`src/rtl/tt_mux_pkg.sv`:
```
// Shared constants for the tile-mux project-select sequencer.
// Optional feature macro used by this slice: TT_MUX_ALL_OFF_EN.
package tt_mux_pkg;

  // Controller states. These are plain constants rather than an enum so that
  // netlists and older tools see them as 2-bit values.
  localparam logic [1:0] ST_IDLE = 2'd0;  // no slot selected
  localparam logic [1:0] ST_DIS  = 2'd1;  // all enables low, switching gap
  localparam logic [1:0] ST_RST  = 2'd2;  // new slot enabled, held in reset
  localparam logic [1:0] ST_RUN  = 2'd3;  // new slot enabled and released

  // Default per-slot output word width: {uio_oe, uio_out, uo_out}.
  localparam int OW_W_DEF = 24;

  // Default select width, and the "all off" command at that width.
  localparam int SEL_W_DEF = 5;
  localparam logic [SEL_W_DEF-1:0] ALL_OFF_ADDR = '1;

  // Width of the shared DIS/RST down-counter: it must hold max(gap, hold).
  function automatic int cnt_width(input int gap, input int hold);
    int m;
    m = (gap > hold) ? gap : hold;
    return $clog2(m + 1);
  endfunction

endpackage

```
`src/rtl/tt_mux_if.sv`:
```
// Select-request bus between a requester and the tile-mux controller.
// Handshake: a request transfers on a rising clk edge where sel_valid and
// sel_ready are both high. The requester holds sel_valid and sel_addr stable
// until that edge. sel_err is a one-cycle response pulse, high in the cycle
// after an accepted request whose address was out of range.
interface tt_mux_if #(
  parameter int SEL_W = 5
);
  logic             sel_valid;
  logic             sel_ready;
  logic [SEL_W-1:0] sel_addr;
  logic             sel_err;

  modport master (output sel_valid, output sel_addr, input sel_ready, input sel_err);
  modport slave  (input sel_valid, input sel_addr, output sel_ready, output sel_err);
endinterface

```
`src/rtl/tt_mux_ow_select.sv`:
```
// N_PROJ:1 word multiplexer with a zero gate. Returns slot sel's word when en
// is high, otherwise zero. Indices at or above N_PROJ return zero.
module tt_mux_ow_select #(
  parameter int N_PROJ = 32,
  parameter int SEL_W  = 5,
  parameter int OW_W   = 24
) (
  input  logic [N_PROJ*OW_W-1:0] bus,
  input  logic [SEL_W-1:0]       sel,
  input  logic                   en,
  output logic [OW_W-1:0]        word
);

  // OR of all slices, each gated by its own address match.
  always_comb begin
    word = '0;
    for (int i = 0; i < N_PROJ; i++) begin
      if (en && (sel == SEL_W'(i))) begin
        word = word | bus[i*OW_W +: OW_W];
      end
    end
  end

endmodule

```
`src/rtl/tt_mux_ctrl.sv`:
```
// Project-select sequencer for the tile mux. Switches between user-project
// slots with a safe sequence: all enables low for GAP cycles, then the new
// slot enabled with its reset held for RST_HOLD cycles, then released.
// Optional feature macro: TT_MUX_ALL_OFF_EN (all-ones address = "all off").
module tt_mux_ctrl
  import tt_mux_pkg::*;
#(
  parameter int N_PROJ   = 32,
  parameter int SEL_W    = 5,
  parameter int OW_W     = OW_W_DEF,
  parameter int GAP      = 2,
  parameter int RST_HOLD = 4
) (
  input  logic                   clk,
  input  logic                   rst,
  tt_mux_if.slave                sel,
  output logic [N_PROJ-1:0]      ena_o,
  output logic                   proj_rst_n,
  output logic [SEL_W-1:0]       cur_addr,
  output logic                   active,
  input  logic [N_PROJ*OW_W-1:0] ow_bus,
  output logic [OW_W-1:0]        ow_out,
  output logic [1:0]             dbg_state
);

  localparam int CNT_W = cnt_width(GAP, RST_HOLD);
  localparam logic [CNT_W-1:0] GAP_LOAD  = CNT_W'(GAP - 1);
  localparam logic [CNT_W-1:0] HOLD_LOAD = CNT_W'(RST_HOLD - 1);

  logic [1:0]       state;
  logic [CNT_W-1:0] cnt;
  logic             sel_err_q;
  logic             accept;
  logic             addr_bad;
  logic             slot_on;

`ifdef TT_MUX_ALL_OFF_EN
  localparam logic [SEL_W-1:0] ALL_OFF = '1;
  logic off_pending;  // current DIS phase ends in IDLE instead of RST
  logic is_all_off;
  assign is_all_off = (sel.sel_addr == ALL_OFF);
`endif

  // Requests are only taken while no switch sequence is in flight.
  assign sel.sel_ready = (state == ST_IDLE) || (state == ST_RUN);
  assign accept        = sel.sel_valid && sel.sel_ready;
  assign addr_bad      = (32'(sel.sel_addr) >= 32'(N_PROJ));
  assign sel.sel_err   = sel_err_q;

  assign slot_on    = (state == ST_RST) || (state == ST_RUN);
  assign proj_rst_n = (state == ST_RUN);
  assign active     = (state == ST_RUN);
  assign dbg_state  = state;

  // Sequencer: accept requests, walk DIS -> RST -> RUN with the shared counter.
  always_ff @(posedge clk) begin
    if (rst) begin
      state     <= ST_IDLE;
      cnt       <= '0;
      cur_addr  <= '0;
      sel_err_q <= 1'b0;
`ifdef TT_MUX_ALL_OFF_EN
      off_pending <= 1'b0;
`endif
    end else begin
      sel_err_q <= 1'b0;
      case (state)
        ST_IDLE, ST_RUN: begin
          if (accept) begin
`ifdef TT_MUX_ALL_OFF_EN
            if (is_all_off) begin
              state       <= ST_DIS;
              cnt         <= GAP_LOAD;
              cur_addr    <= '0;
              off_pending <= 1'b1;
            end else
`endif
            if (addr_bad) begin
              sel_err_q <= 1'b1;
            end else begin
              state    <= ST_DIS;
              cnt      <= GAP_LOAD;
              cur_addr <= sel.sel_addr;
`ifdef TT_MUX_ALL_OFF_EN
              off_pending <= 1'b0;
`endif
            end
          end
        end
        ST_DIS: begin
          if (cnt == '0) begin
`ifdef TT_MUX_ALL_OFF_EN
            if (off_pending) begin
              state       <= ST_IDLE;
              off_pending <= 1'b0;
            end else begin
              state <= ST_RST;
              cnt   <= HOLD_LOAD;
            end
`else
            state <= ST_RST;
            cnt   <= HOLD_LOAD;
`endif
          end else begin
            cnt <= cnt - 1'b1;
          end
        end
        ST_RST: begin
          if (cnt == '0) begin
            state <= ST_RUN;
          end else begin
            cnt <= cnt - 1'b1;
          end
        end
        default: begin
          state <= ST_IDLE;
        end
      endcase
    end
  end

  // One-hot enable decode; all zero outside RST/RUN, so never multi-hot.
  always_comb begin
    ena_o = '0;
    for (int i = 0; i < N_PROJ; i++) begin
      ena_o[i] = slot_on && (cur_addr == SEL_W'(i));
    end
  end

  tt_mux_ow_select #(
    .N_PROJ (N_PROJ),
    .SEL_W  (SEL_W),
    .OW_W   (OW_W)
  ) u_ow_select (
    .bus  (ow_bus),
    .sel  (cur_addr),
    .en   (slot_on),
    .word (ow_out)
  );

endmodule

```
`src/flat_wrapper.sv`:
```
// flat-port wrapper written by rule: the top's interface ports become plain ports
module tt_mux_ctrl_flat import tt_mux_pkg::*;
#(
  parameter int N_PROJ   = 32,
  parameter int SEL_W    = 5,
  parameter int OW_W     = OW_W_DEF,
  parameter int GAP      = 2,
  parameter int RST_HOLD = 4
)
  (clk, rst, ena_o, proj_rst_n, cur_addr, active, ow_bus, ow_out, dbg_state, sel_sel_valid, sel_sel_addr, sel_sel_ready, sel_sel_err);
  tt_mux_if #(.SEL_W(SEL_W)) sel_i ();
  input  logic clk;
  input  logic rst;
  output logic [N_PROJ-1:0] ena_o;
  output logic proj_rst_n;
  output logic [SEL_W-1:0] cur_addr;
  output logic active;
  input  logic [N_PROJ*OW_W-1:0] ow_bus;
  output logic [OW_W-1:0] ow_out;
  output logic [1:0] dbg_state;
  input wire logic [$bits(sel_i.sel_valid)-1:0] sel_sel_valid;
  input wire logic [$bits(sel_i.sel_addr)-1:0] sel_sel_addr;
  output wire logic [$bits(sel_i.sel_ready)-1:0] sel_sel_ready;
  output wire logic [$bits(sel_i.sel_err)-1:0] sel_sel_err;
  assign sel_i.sel_valid = sel_sel_valid;
  assign sel_i.sel_addr = sel_sel_addr;
  assign sel_sel_ready = sel_i.sel_ready;
  assign sel_sel_err = sel_i.sel_err;
  tt_mux_ctrl #(.N_PROJ(N_PROJ), .SEL_W(SEL_W), .OW_W(OW_W), .GAP(GAP), .RST_HOLD(RST_HOLD)) u_core (.clk(clk), .rst(rst), .sel(sel_i), .ena_o(ena_o), .proj_rst_n(proj_rst_n), .cur_addr(cur_addr), .active(active), .ow_bus(ow_bus), .ow_out(ow_out), .dbg_state(dbg_state));
endmodule
```
`config.mk`:
```
export PLATFORM = sky130hd
export DESIGN_NAME = tt_mux_ctrl_flat
export DESIGN_NICKNAME = d
export VERILOG_FILES = /design/src/rtl/tt_mux_pkg.sv /design/src/rtl/tt_mux_if.sv /design/src/rtl/tt_mux_ow_select.sv /design/src/rtl/tt_mux_ctrl.sv /design/src/flat_wrapper.sv
export SDC_FILE = /design/constraint.sdc
export NUM_CORES = 1
export LEC_CHECK = 0
export ABC_CLOCK_PERIOD_IN_PS = 3000
export BUFFER_PORTS_ARGS = -buffer_cell sky130_fd_sc_hd__buf_2
export CAP_MARGIN = 5
export CORE_AREA = 2 2 324 326
export CTS_BUF_LIST = sky130_fd_sc_hd__clkbuf_8 sky130_fd_sc_hd__clkbuf_16
export CTS_CLUSTER_SIZE = 40
export DETAILED_ROUTE_END_ITERATION = 7
export DIE_AREA = 0 0 326 328
export HOLD_SLACK_MARGIN = 0.06
export MAX_ROUTING_LAYER = met4
export PLACE_DENSITY = 0.3
export REMOVE_ABC_BUFFERS = 1
export SYNTH_ARGS = -nofsm -noshare
export SYNTH_HDL_FRONTEND = slang
export SYNTH_SLANG_ARGS = --single-unit
```
`constraint.sdc`:
```
create_clock -name clk -period 3 [get_ports clk]
set_clock_uncertainty 0.1 [all_clocks]
set_input_delay 0.15 -clock clk [delete_from_list [all_inputs] [get_ports clk]]
set_output_delay 0.15 -clock clk [all_outputs]
set_load 0.02 [all_outputs]
```
==> reports/results.tsv, run 1 <==
metric	value	unit
status	complete, but fails checks	
violations	setup timing	
yosysWarnings	0	
vdd_ir_drop_max	0.257	mV
cts_max_level	1	
coreArea	103000	um2
rsz0062_at_grt	yes	
worstSetupPathType	reg -> out	
worst_pin_slew	0.722	ns
worstRegToRegCells	7	
grtUsageTotal	20.7	%
crit_path_end_kind	output port	
cts-root-buf	clkbuf_16	
postPlaceCellArea	15100	um2
dieHeight	328	um
p_total	8.03	mW
tritoncts	yes	
final_cell_mix	buf_2, buf_4, mux2i_1, nor2_1, a22oi_1	
clk_latency	0.24	ns
r2r-start	u_core.dbg_state[0]	
path_max_fanout	7	
die_area	107000	um2
async_flop_share	0	%
io_pins	843	
grt_pass1_wl	142	mm
crit_start	u_core.cur_addr[0]	
yosys.cell_types.count	76	
antenna_left	0	
cts.path.max_buffers	2	
ys_ff_latch	10	
power_density	467	nW/um2
grt_pass1_vias	14200	
final_common_cell	buf_2	
finalWeightedCongestion	0.848	
report.final.slew_viol_count	0	
startpoint_type	flop	
antenna_found_initial	100	
final_cells	3478	
synth_area_leaders	mux2i_1, a22oi_1, mux2_2	
area_delta_synth_final	136	%
hold_class	in -> reg	
fin_area	17200	um2
setup_viol	5	
maxSlewHeadroom	51.4	%
synth_area	7300	um2
wl_per_cell	32.5	um
nets	2823	
fmax	327	MHz
fin_util	16.7	%
grt_overflow	0	
grt_max_degree	38	
whs	0.0606	ns
hpwlAfterDp	101	mm
dr.pass1.iters	5	
synth_edf_count	0	
numCtsBuffers	3	
period_minus_slack	3.05	ns
via_count	13500	
wirelength	113	mm
synth_top_cell_by_area	mux2i_1	
synthCells	980	
chipWidth	326	um
rows	118	
holdPathStages	3	
synth.avg_cell_area	7.45	um2
fin_ws	-0.0542	ns
hold_viol_final	0	
ys_seq_area_share	2.74	%
place_inst	3341	
clock_sinks	10	
port_buffers	841	
worstPathArrival	2.80	ns
max_cap_viol_count	0	
drc	0	
min_period_over_period	102	%
synth_top_flop_cell	dfxtp_1	
crit_required	2.75	ns
netlist.area_leader.share	22.3	%
start_util	7.07	%
clk_pin_slew_worst_paths	0.04	ns
p_leak	7.45	nW
viasPerCell	3.89	
hp-start	sel_sel_addr[0]	
drive_gt1_share	66.1	%
drtIter0Drc	798	
==> timing repair <==
item                       4_1_cts  5_1_grt
setup endpoints to repair       24       22
hold buffers                     0        0
pin swaps                       28       29
gates cloned                     4        2
buffers inserted                52       19
gates resized for setup        162       58
==> Yosys cell counts, drive strengths merged, types with 8 or more instances <==
| cell type | instances |
|---|---|
| nand3 | 30 |
| o22a | 8 |
| o32ai | 9 |
| nand3b | 9 |
| a221o | 17 |
| a221oi | 20 |
| nor3 | 36 |
| o22ai | 52 |
| clkbuf | 43 |
| nor2b | 11 |
| a22oi | 57 |
| nand2 | 43 |
| o21ai | 9 |
| a32oi | 17 |
| nor4 | 25 |
| and2 | 8 |
| a21oi | 30 |
| nor2 | 58 |
| a22o | 15 |
| a21o | 9 |
| o221ai | 10 |
| mux2i | 163 |
| o2bb2ai | 24 |
| nand2b | 13 |
| nand4 | 20 |
| a211oi | 17 |
| and3 | 12 |
| buf | 68 |
| dfxtp | 10 |
| mux2 | 31 |
==> sequential cells by signal, summed over array words and instances, names as in the netlist <==
name,cells
u_core.cnt,3
u_core.cur_addr,5
u_core.dbg_state,2
==> cells by family after synthesis <==
logic type	share of synthesized area, %
other	0.0514
and+or+nand+nor	22.2
adders and majority gates	1.03
buffers and inverters	8.09
AOI/OAI and AO/OA	37.2
muxes	28.7
DFF	2.74
==> metal layers <==
layer / vias up / part of all wire, % / track usage (%) / wire, um
li1: 6281 / - / - / -
met1: 6504 / 43 / 25.6 / 49000
met2: 664 / 49 / 35.6 / 55300
met3: 76 / 6.8 / 4.74 / 7690
met4: 0 / 1.1 / 1.44 / 1200
met5: - / 0 / - / 0
==> report_power, final <==
group          total, mW  switching (mW)  internal, mW
Clock              0.275          0.0735         0.202
Combinational       7.48            4.19          3.30
Sequential         0.276          0.0885         0.187
Total               8.03            4.35          3.68
==> area by class of cell <==
class                   instances  area [um2]
fillers                     11900       86000
inverters                       8        32.5
diodes                         58         145
well taps                    1380        1730
clock buffers                   4        88.8
repair buffers               1167        7560
flip-flops and latches         10         221
multi-input cells             851        7420
==> through the flow <==
stage	setup WS [ns]	setup TNS, ns
3_3_place_gp	-0.699	-4.29
4_1_cts	-0.111	-0.403
6_report	-0.0542	-0.108
3_5_place_dp	-0.725	-4.55
5_1_grt	-0.0914	-0.762
2_1_floorplan	-7.83	-351.14
==> worst paths after layout <==
| kind | endpoint | slack (ns) |
|---|---|---|
| worst min-delay path | u_core.cur_addr[0] | 0.06 |
| worst max-delay path | ow_out[2] | -0.05 |
| worst min register to register | u_core.cnt[1] | 0.38 |
| worst max register to register | u_core.dbg_state[0] | 1.18 |
==> critical path: stages (launching register included) <==
cell and delay (ns):
dfxtp_4 0.37, buf_12 0.15, buf_6 0.12, nor2b_4 0.18, buf_12 0.15, a22oi_2 0.34
o22ai_4 0.14, or4_4 0.55, or3_4 0.39, buf_6 0.14
(Power assumes the default switching activity.)
==> run 2: changes to the inputs <==
ABC_AREA = 1   (was default)
ABC_CLOCK_PERIOD_IN_PS = default   (was 3000)
==> run 2 against run 1 <==
Effect of this change: the run now ends clean; global-route usage fell by 5.3 points; largest power group unchanged; synthesized cell count grew 86%; register-to-register slack better by 0.08 ns; cell count rose by 16%; critical endpoint is now ow_out[6]; via count is 17% higher; clock power is 4% lower; first-iteration DRC count grew 0.88%.
==> reports/results.tsv, run 2 <==
metric	value	unit
status	finished, final reports clean	
place_worst_setup_slack	-0.117	ns
cts.path.max_buffers	2	
wirelength	86.7	mm
ys_seq_area_share	2.45	%
synth_common_cells	nand3_1, nand2_1, nor2_1	
p_leak	8.90	nW
nets	3433	
netlist.area_leader.share	44.1	%
crit_family	buffers and inverters	
rsz0062_at_grt	yes	
fill_cells	12300	
path_max_fanout	15	
drive_gt1_share	39.9	%
synth_top_cell_by_area	nand3_1	
clk_latency	0.24	ns
clk_pin_slew_worst_paths	0.04	ns
rows	118	
io_pins	843	
grt_pass1_vias	15600	
tritoncts	yes	
finalWeightedCongestion	0.913	
worstPathArrival	2.66	ns
min_period_over_period	96.8	%
cts-root-buf	clkbuf_16	
hold_end	u_core.cnt[1]	
max_cap_viol_count	0	
fin_util	15.0	%
crit_slowest_cell	dfxtp_2	
hp-start	rst	
top_register	u_core.cur_addr	
fin_ws	0.0946	ns
largest_reg_flops	5	
antenna_left	0	
max_stage_delay	0.33	ns
yosysWarnings	0	
synth.most_common_cell	nand3_1	
grt_pass1_wl	116	mm
crit_path_end_kind	output port	
path_buf_inv	7	
via_count	15800	
synth_area_leaders	nand3_1, nand2_1, nor2_1	
wl_per_cell	21.4	um
synth.avg_cell_area	4.48	um2
fin_area	15500	um2
grt_overflow	0	
coreArea	103000	um2
r2r_slack	1.26	ns
start_util	7.92	%
cts_max_level	1	
synth_edf_count	0	
setup_viol	0	
multi_input_area	7400	um2
worstSetupPathType	reg -> out	
port_buffers	841	
path_depth	16	
synth_top_flop_cell	dfxtp_1	
maxSlewHeadroom	55.0	%
numCtsBuffers	3	
report.final.slew_viol_count	0	
holdPathStages	2	
synthCells	1825	
ys_ff_latch	10	
worstRegToRegCells	8	
area_delta_synth_final	89.1	%
postPlaceCellArea	14700	um2
startpoint_type	flop	
drtIter0Drc	805	
hold_class	in -> reg	
hold_viol_final	0	
worst_pin_slew	0.674	ns
grt_max_degree	93	
dieHeight	328	um
period_minus_slack	2.91	ns
async_flop_share	0	%
chipWidth	326	um
hpwlAfterDp	71.9	mm
dr.pass1.iters	7	
final-seq-area	201	um2
fmax	344	MHz
viasPerCell	3.89	
hold_buffers	0	
vdd_ir_drop_max	0.270	mV
grtUsageTotal	15.4	%
power_density	441	nW/um2
clock_sinks	10	
antenna_found_initial	18	
crit_required	2.75	ns
synth_area	8170	um2
final_common_cell	buf_2	
r2r-start	u_core.dbg_state[0]	
drc	0	
final_cell_mix	buf_2, nand3_1, nand2_1, nor2_1, buf_4	
reg2reg_to	u_core.cnt[0]	
die_area	107000	um2
crit_chain	inv_1 > ha_2 > nor2_4 > buf_6 > nor2_4 > buf_12 > buf_12 > buf_16 > buf_12 > nand3_1 > nand2_1 > nor2_1 > nand2_1 > nor2_4 > nand2_1 > buf_2	
yosys.cell_types.count	18	
## run 2: cells by family after synthesis
group,Yosys count,share of synthesized area [%]
other,1,0.0459
AOI/OAI and AO/OA,21,1.32
adders and majority gates,6,0.918
DFF,10,2.45
and+or+nand+nor,1594,84.6
buffers and inverters,193,10.7
## run 2: cell type report
cell class	instances	area share, %
clock buffer	4	0.575
tap	1380	11.2
multi-input combinational	1623	47.9
antenna	19	0.308
sequential	10	1.30
inverter	33	0.801
timing repair buffer	980	38.0
## run 2: stage by stage
step / setup TNS (ns) / total power, mW / std cells / hold WS, ns
CTS: -0.0402 / 6.62 / 4022 / 0.0772
detailed placement: -0.189 / 5.86 / 4006 / 0.324
global route: -0.0344 / 7.33 / 4045 / 0.0783
finish: 0 / 6.82 / 4049 / 0.0733
global placement: -0.0926 / 5.90 / 4006 / 0.320
floorplan: -68.12 / 2.42 / 1665 / 0.119
## run 2: where the power goes
part           total, mW  switching (mW)  internal [mW]
Combinational       6.31            4.11           2.20
Clock              0.265          0.0643          0.201
Sequential         0.239          0.0485          0.190
## run 2: worst max path at each step
stage,start,endpoint
after floorplan,u_core.dbg_state[0],ow_out[0]
after global placement,u_core.dbg_state[0],ow_out[7]
after detailed placement,u_core.dbg_state[0],ow_out[7]
after CTS,u_core.dbg_state[0],ow_out[16]
after global routing,u_core.dbg_state[0],ow_out[16]
final,u_core.dbg_state[0],ow_out[6]
## run 2: per-layer routing
layer / track usage (%) / share of wire, %
met5: - / 0
met2: 26.3 / 49
met4: 3.31 / 2.1
met3: 1.72 / 5.0
met1: 19.5 / 44
## run 2: timing repair
item                       in CTS  in global routing
resized for setup              37                 49
setup endpoints to repair      20                 20
gates cloned                    4                  4
pin swaps                       3                  7
setup buffers                   8                  5
==> run 3: changes to the inputs <==
CTS_BUF_LIST = default   (was sky130_fd_sc_hd__clkbuf_8 sky130_fd_sc_hd__clkbuf_16)
GPL_TIMING_DRIVEN = 0   (was default)
==> run 3 against run 2 <==
Effect of this change: the flow now finishes with violations (setup timing); combinational power rose by 25%; core utilization rose by 1.6 points; first-iteration DRC count rose by 2.0%; critical path type unchanged; highest routed layer unchanged.
==> reports/results.tsv, run 3 (synthesis gave the netlist of run 2 again) <==
metric	value	unit
status	complete, but fails checks	
violations	setup timing	
maxSlewHeadroom	37.3	%
cts.path.max_buffers	2	
path_depth	16	
worstPathArrival	2.89	ns
grt_overflow	0	
worst_pin_slew	0.940	ns
setup_viol	6	
multi_input_area	8000	um2
grt_pass1_wl	119	mm
report.final.slew_viol_count	0	
grt_pass1_vias	16100	
final-seq-area	208	um2
max_stage_delay	0.35	ns
wirelength	88.5	mm
worstRegToRegCells	8	
final_common_cell	buf_2	
startpoint_type	flop	
finalWeightedCongestion	0.833	
drive_gt1_share	44.5	%
p_leak	9.37	nW
holdPathStages	3	
clk_pin_slew_worst_paths	0.05	ns
crit_family	buffers and inverters	
viasPerCell	3.96	
fin_ws	-0.138	ns
crit_start	u_core.dbg_state[0]	
fill_cells	12200	
numCtsBuffers	3	
vdd_ir_drop_max	0.317	mV
dr.pass1.iters	5	
dieHeight	328	um
worstSetupPathType	reg -> out	
crit_required	2.75	ns
combPwrFrac	93.3	%
crit_chain	buf_12 > ha_4 > nor2_4 > nor2_4 > clkbuf_16 > buf_16 > buf_16 > buf_16 > buf_16 > nand3_2 > nand2_1 > nor2_2 > nand2_2 > nor2_4 > nand2_1 > buf_6	
start_util	7.92	%
internal_power	3.69	mW
power_density	496	nW/um2
wl_per_cell	21.9	um
clock_power_share	3.2	%
r2r-start	u_core.dbg_state[0]	
fmax	319	MHz
hold_class	in -> reg	
coreArea	103000	um2
cts_max_level	1	
drc	0	
chipWidth	326	um
largest_reg_flops	5	
area_delta_synth_final	109	%
tns	-0.335	ns
cts-root-buf	clkbuf_16	
pwr-share-seq	3.4	%
antenna_left	0	
p_total	8.48	mW
die_area	107000	um2
clk_latency	0.24	ns
drtIter0Drc	821	
nets	3443	
top_register	u_core.cur_addr	
grtUsageTotal	15.8	%
hpwlAfterDp	66.7	mm
tritoncts	yes	
rows	118	
hp-start	sel_sel_addr[1]	
hold_viol_final	0	
min_period_over_period	105	%
via_count	16000	
antenna_found_initial	15	
r2r_slack	1.31	ns
period_minus_slack	3.14	ns
final_cell_mix	buf_2, nand3_1, nand2_1, nor2_1, buf_4	
swShare	56.5	%
clock_sinks	10	
grt_max_degree	38	
rsz0062_at_grt	yes	
place_worst_setup_slack	-0.935	ns
port_buffers	841	
max_cap_viol_count	0	
power.net_switching	4.79	mW
crit_path_end_kind	output port	
path_max_fanout	6	
crit_slowest_cell	dfxtp_4	
worst_path_most_repeated_cell	buf_16	
io_pins	843	
path_buf_inv	7	
[run 3: changes by cell type in the layout (fill, tap and decap cells not counted), sizes merged]
cell         previous run  this run
buf                   974       961
bufbuf                  2        20
clkbuf                  8         7
diode                  19         9
dlygate4sd3             0         1
nor2                  298       303
[run 3: final timing paths]
| check | end |
|---|---|
| worst max-delay path | ow_out[4] |
| worst min-delay path | u_core.cur_addr[1] |
| worst max register to register | u_core.cnt[0] |
| worst min register to register | u_core.cnt[1] |
[run 3: layout make-up]
cell class / count / share of cell area, %
inverters: 33 / 0.725
repair buffers: 985 / 40.5
flip-flops and latches: 10 / 1.21
diodes: 9 / 0.132
clock buffers: 4 / 0.520
multi-input cells: 1628 / 46.8
well taps: 1380 / 10.1
[run 3: power by group through the flow]
stage / clock network (mW) / logic [mW] / registers, mW
final: 0.275 / 7.91 / 0.288
after CTS: 0.280 / 7.57 / 0.285
after global routing: 0.287 / 8.39 / 0.295
after detailed placement: 0 / 5.25 / 0.274
after global placement: 0 / 4.04 / 0.279
after floorplan: 0 / 2.13 / 0.286
[run 3: what timing repair did]
item	CTS	global route
gates cloned	35	4
hold endpoints to repair	3	0
buffers inserted	57	13
pin swaps	42	91
hold buffers	1	0
endpoints found under the setup margin	26	24
gates resized for setup	114	156
[run 3: per-layer routing]
layer,GRT usage [%],up-vias,share of wire (%)
met3,2.25,89,5.6
met4,4.54,0,3.0
met5,-,-,0
met2,26.7,720,48
li1,-,7753,-
met1,19.6,7479,43
[run 3: tightest hold or removal path: stages]
cell and delay [ns]:
buf_2 0.07, o21ai_0 0.07, a21oi_1 0.11
[run 3: metrics by stage]
step                hold slack, ns  instance area [um2]  util, %  instances
floorplan                    0.119                 7420        -       1665
global placement             0.280                13400     12.9       3886
detailed placement           0.289                14400     13.9       3928
CTS                          0.103                16400     15.9       4024
global route                 0.120                17100     16.6       4049
finish                       0.112                17100     16.6       4049
